File: src/rtl/univ_shift_register.sv
// Universal shift register: hold, shift left/right or parallel load each cycle,
// with a per-frame shift counter and a one-cycle done pulse every WIDTH shifts.
module univ_shift_register #(
   parameter int unsigned WIDTH = 8,
   parameter int unsigned CNT_W = $clog2(WIDTH)
) (
   input  logic             clk,
   input  logic             rst,
   input  logic             en,
   input  logic [1:0]       mode,
   input  logic             si,
   input  logic [WIDTH-1:0] pi,
   output logic [WIDTH-1:0] po,
   output logic             so_msb,
   output logic             so_lsb,
   output logic [CNT_W-1:0] bit_cnt,
   output logic             done
);

   typedef enum logic [1:0] {
      MODE_HOLD  = 2'b00,
      MODE_SHL   = 2'b01,
      MODE_SHR   = 2'b10,
      MODE_LOAD  = 2'b11
   } mode_e;

   localparam logic [CNT_W-1:0] CNT_LAST = CNT_W'(WIDTH - 1);

   logic [WIDTH-1:0] po_q, po_d;
   logic [CNT_W-1:0] cnt_q, cnt_d;
   logic             done_q, done_d;
   logic             shift_c;

   // Next-state: data path selection and frame counting
   always_comb begin
      po_d    = po_q;
      cnt_d   = cnt_q;
      done_d  = 1'b0;
      shift_c = 1'b0;
      if (en) begin
         case (mode_e'(mode))
            MODE_SHL: begin
               po_d    = {po_q[WIDTH-2:0], si};
               shift_c = 1'b1;
            end
            MODE_SHR: begin
               po_d    = {si, po_q[WIDTH-1:1]};
               shift_c = 1'b1;
            end
            MODE_LOAD: begin
               po_d  = pi;
               cnt_d = '0;
            end
            default: ;
         endcase
      end
      // Both shift directions advance the same frame counter
      if (shift_c) begin
         if (cnt_q == CNT_LAST) begin
            cnt_d  = '0;
            done_d = 1'b1;
         end else begin
            cnt_d = cnt_q + CNT_W'(1);
         end
      end
   end

   always_ff @(posedge clk) begin
      if (rst) begin
         po_q   <= '0;
         cnt_q  <= '0;
         done_q <= 1'b0;
      end else begin
         po_q   <= po_d;
         cnt_q  <= cnt_d;
         done_q <= done_d;
      end
   end

   assign po      = po_q;
   assign bit_cnt = cnt_q;
   assign done    = done_q;
   assign so_msb  = po_q[WIDTH-1];
   assign so_lsb  = po_q[0];

endmodule

File: config.mk
export PLATFORM = sky130hd
export DESIGN_NAME = univ_shift_register
export DESIGN_NICKNAME = d
export VERILOG_FILES = /design/src/rtl/univ_shift_register.sv
export SDC_FILE = /design/constraint.sdc
export NUM_CORES = 1
export LEC_CHECK = 0
export CAP_MARGIN = 15
export CORE_AREA = 2 2 44 46
export CTS_CLUSTER_DIAMETER = 200
export CTS_CLUSTER_SIZE = 16
export DETAILED_ROUTE_END_ITERATION = 8
export DIE_AREA = 0 0 46 48
export PLACE_DENSITY = 0.72
export SLEW_MARGIN = 20
export SYNTH_ARGS = -nofsm -noshare
export SYNTH_HDL_FRONTEND = slang
export SYNTH_SLANG_ARGS = --single-unit
File: constraint.sdc
create_clock -name clk -period 1.5 [get_ports clk]
set_input_delay 0.225 -clock clk [delete_from_list [all_inputs] [get_ports clk]]
set_output_delay 0.225 -clock clk [all_outputs]
set_load 0.01 [all_outputs]
==> flow_metrics.env <==
export IMPL_status="finished clean"
export IMPL_max_cap_violations=0
export IMPL_crit_slowest_cell="clkdlybuf4s50_1"
export IMPL_yosys_warnings=0
export IMPL_overflow=0
export IMPL_synth_seq_cells=12
export IMPL_detail_route_wl_per_cell_microns=13.1
export IMPL_gp_congestion=0.754
export IMPL_synthMuxAreaShare_pct=0
export IMPL_fin_ws_ps=54.0
export IMPL_synthesis_nets=89
export IMPL_clk_latency_ps=260
export IMPL_yosysUniqueCellTypes=20
export IMPL_num_antenna_cells=0
export IMPL_via_per_inst=5.51
export IMPL_period_share_pct=96.4
export IMPL_cts_root_buf="clkbuf_4"
export IMPL_final_cell_mix="clkdlybuf4s50_1 (25), dfxtp_1 (12), nand2_1 (10), nor2_1 (10), a22oi_1 (8)"
export IMPL_hold_viol=0
export IMPL_hpwlAfterDp_mm=1.12
export IMPL_ant_nets=0
export IMPL_p_sw_uw=212
export IMPL_ir_drop_v=0.000414
export IMPL_cp_max_fo=4
export IMPL_rsz0062_at_grt="no"
export IMPL_met3_usage_pct=4.15
export IMPL_die_area_sq_mm=0.00221
export IMPL_grt_max_degree=17
export IMPL_synth_xor_area_share_pct=0
export IMPL_die_h_microns=48
export IMPL_grt_pass1_vias=535
export IMPL_num_vias=656
export IMPL_clkSinkCount=12
export IMPL_max_freq_mhz=692
export IMPL_drtIter0Drc=17
export IMPL_die_w_microns=46
export IMPL_slew_viol_final=0
export IMPL_synth_top_family_by_area="compound AO/OA/AOI/OAI gates"
export IMPL_p_per_area_mw_per_mm2=763
export IMPL_worst_slew_pin_slew_ps=515
export IMPL_antenna_found_initial=0
export IMPL_swShare_pct=27.4
export IMPL_grt_busiest_layer="met2"
export IMPL_nets=123
export IMPL_cp_end_kind="output port"
export IMPL_reg2reg_from="bit_cnt[0]$_SDFFE_PP0P_"
export IMPL_cp_start_kind="flip-flop"
export IMPL_wl_mm=1.56
export IMPL_crit_path_start="po[2]$_SDFFE_PP0P_"
export IMPL_slew_headroom_pct=65.6
export IMPL_timing_hold_ws_ps=501
export IMPL_htreeDepth=1
export IMPL_critical_path_top_delay_family="buffers and inverters"
export IMPL_finalPower_uw=773
export IMPL_synthSimpleGateAreaFrac_pct=16.7
export IMPL_grtUsageMet2_pct=23.3
export IMPL_gr_usage_met1_pct=18.7
export IMPL_holdCritStartpoint="bit_cnt[0]$_SDFFE_PP0P_"
export IMPL_synth_compound_area_share_pct=26.5
export IMPL_synth_adder_area_share_pct=9.73
export IMPL_num_rows=15
export IMPL_io_buffers=27
export IMPL_crit_type="flip-flop to output port"
export IMPL_synthCells=70
export IMPL_grt_pass1_wl_mm=2.32
export IMPL_layout_commonest_cell="clkdlybuf4s50_1"
export IMPL_crit_buf_inv=1
export IMPL_io_pin_count=28
export IMPL_clk_pin_slew_ps=70
export IMPL_drc=0
export IMPL_hold_class="flip-flop to flip-flop"
export IMPL_max_stage_delay_ps=570
export IMPL_setup_viol=0
export IMPL_cts_buffers_inserted=3
export IMPL_pre_cts_ws_ps=-275
export IMPL_initial_core_util_pct=38.1
export IMPL_required_ps=1270
export IMPL_syn_avg_cell_area_sq_um=9.19
export IMPL_synth_area_sq_um=643
export IMPL_pwr_share_seq_pct=46.4
export IMPL_timing_final_crit_period_ps=1450
export IMPL_ys_seq_area_share_pct=37.4
export IMPL_syn2layout_area_growth_pct=57.4
export IMPL_utilization_pct=59.9
export IMPL_setup_tns_ps=0
export IMPL_p_leak_nw=0.410
export IMPL_drive_above_1_share_pct=16.7
export IMPL_clockPowerShare_pct=25.0
export IMPL_comb_power_share_pct=28.6
export IMPL_cts_buffer_depth=2
export IMPL_power_internal_uw=561
export IMPL_clock_skew_ps=0.511
export IMPL_coreArea_sq_mm=0.00169
export IMPL_first_pass_iters=4
export IMPL_track_usage_pct=14.8
export IMPL_crit_chain="clkdlybuf4s50_1"
export IMPL_cts_tree="yes"
export IMPL_arrival_ps=1220
-- path summary, 6_finish.rpt --
path | cells after the start | slack [ps] | to
worst min-delay path | 2 | 500 | bit_cnt[0]$_SDFFE_PP0P_
worst max register to register | 4 | 220 | bit_cnt[0]$_SDFFE_PP0P_
worst max-delay path | 1 | 50 | po[2]
worst min register to register | 2 | 500 | bit_cnt[0]$_SDFFE_PP0P_
-- cell families (layout without fill, tap and decap cells) --
logic type	count (synthesis)	after routing
AO/OA/AOI/OAI	20	20
AND/OR/NAND/NOR	24	24
buffers and inverters	9	41
adder cells (fa/ha/maj)	5	5
flip-flops	12	12
-- Yosys cell counts, drive strengths merged --
cell type | instances | area, sq um
dfxtp | 12 | 240
nor2 | 11 | 48.8
nand2 | 10 | 37.5
a22oi | 8 | 60.1
a311oi | 8 | 82.6
buf | 6 | 51.3
ha | 5 | 62.6
a32oi | 2 | 17.5
inv | 2 | 7.51
a21oi | 1 | 5.00
and2b | 1 | 7.51
clkbuf | 1 | 3.75
nor3b | 1 | 7.51
o21ai | 1 | 5.00
or3 | 1 | 6.26
-- layout make-up --
class                           instances  area, sq um
Fill cell                             155          677
Inverter                                2         7.51
Tap cell                               17         21.3
Clock buffer                            3         22.5
Multi-Input combinational cell         49          348
Timing Repair Buffer                   36          373
Sequential cell                        12          240
-- state kept, by name, summed over array words and instances (netlist names) --
signal,cells
done,1
bit_cnt,3
po,8
-- what timing repair did --
item | CTS | global route
hold buffers | 0 | 0
gates resized for setup | 0 | 5
buffers inserted | 0 | 1
setup endpoints to repair | 0 | 9
hold endpoints to repair | 0 | 0
-- power by group through the flow --
stage          registers [mW]  logic [mW]  clock network [mW]
3_3_place_gp            0.366       0.202                   0
3_5_place_dp            0.367       0.206                   0
2_1_floorplan           0.372      0.0916                   0
5_1_grt                 0.362       0.241               0.206
4_1_cts                 0.359       0.207               0.194
6_report                0.359       0.221               0.193
-- per-layer routing --
layer / wire, microns / up-vias
met5: 0 / -
met4: 14 / 0
met3: 83 / 2
met2: 763 / 22
met1: 700 / 310
li1: - / 322
-- metrics by stage --
| step | instance area [sq um] | cells |
|---|---|---|
| 2_1_floorplan | 643 | 70 |
| 3_3_place_gp | 945 | 114 |
| 3_5_place_dp | 945 | 114 |
| 4_1_cts | 967 | 117 |
| 5_1_grt | 1010 | 119 |
| 6_report | 1010 | 119 |
(Power assumes the default switching activity.)
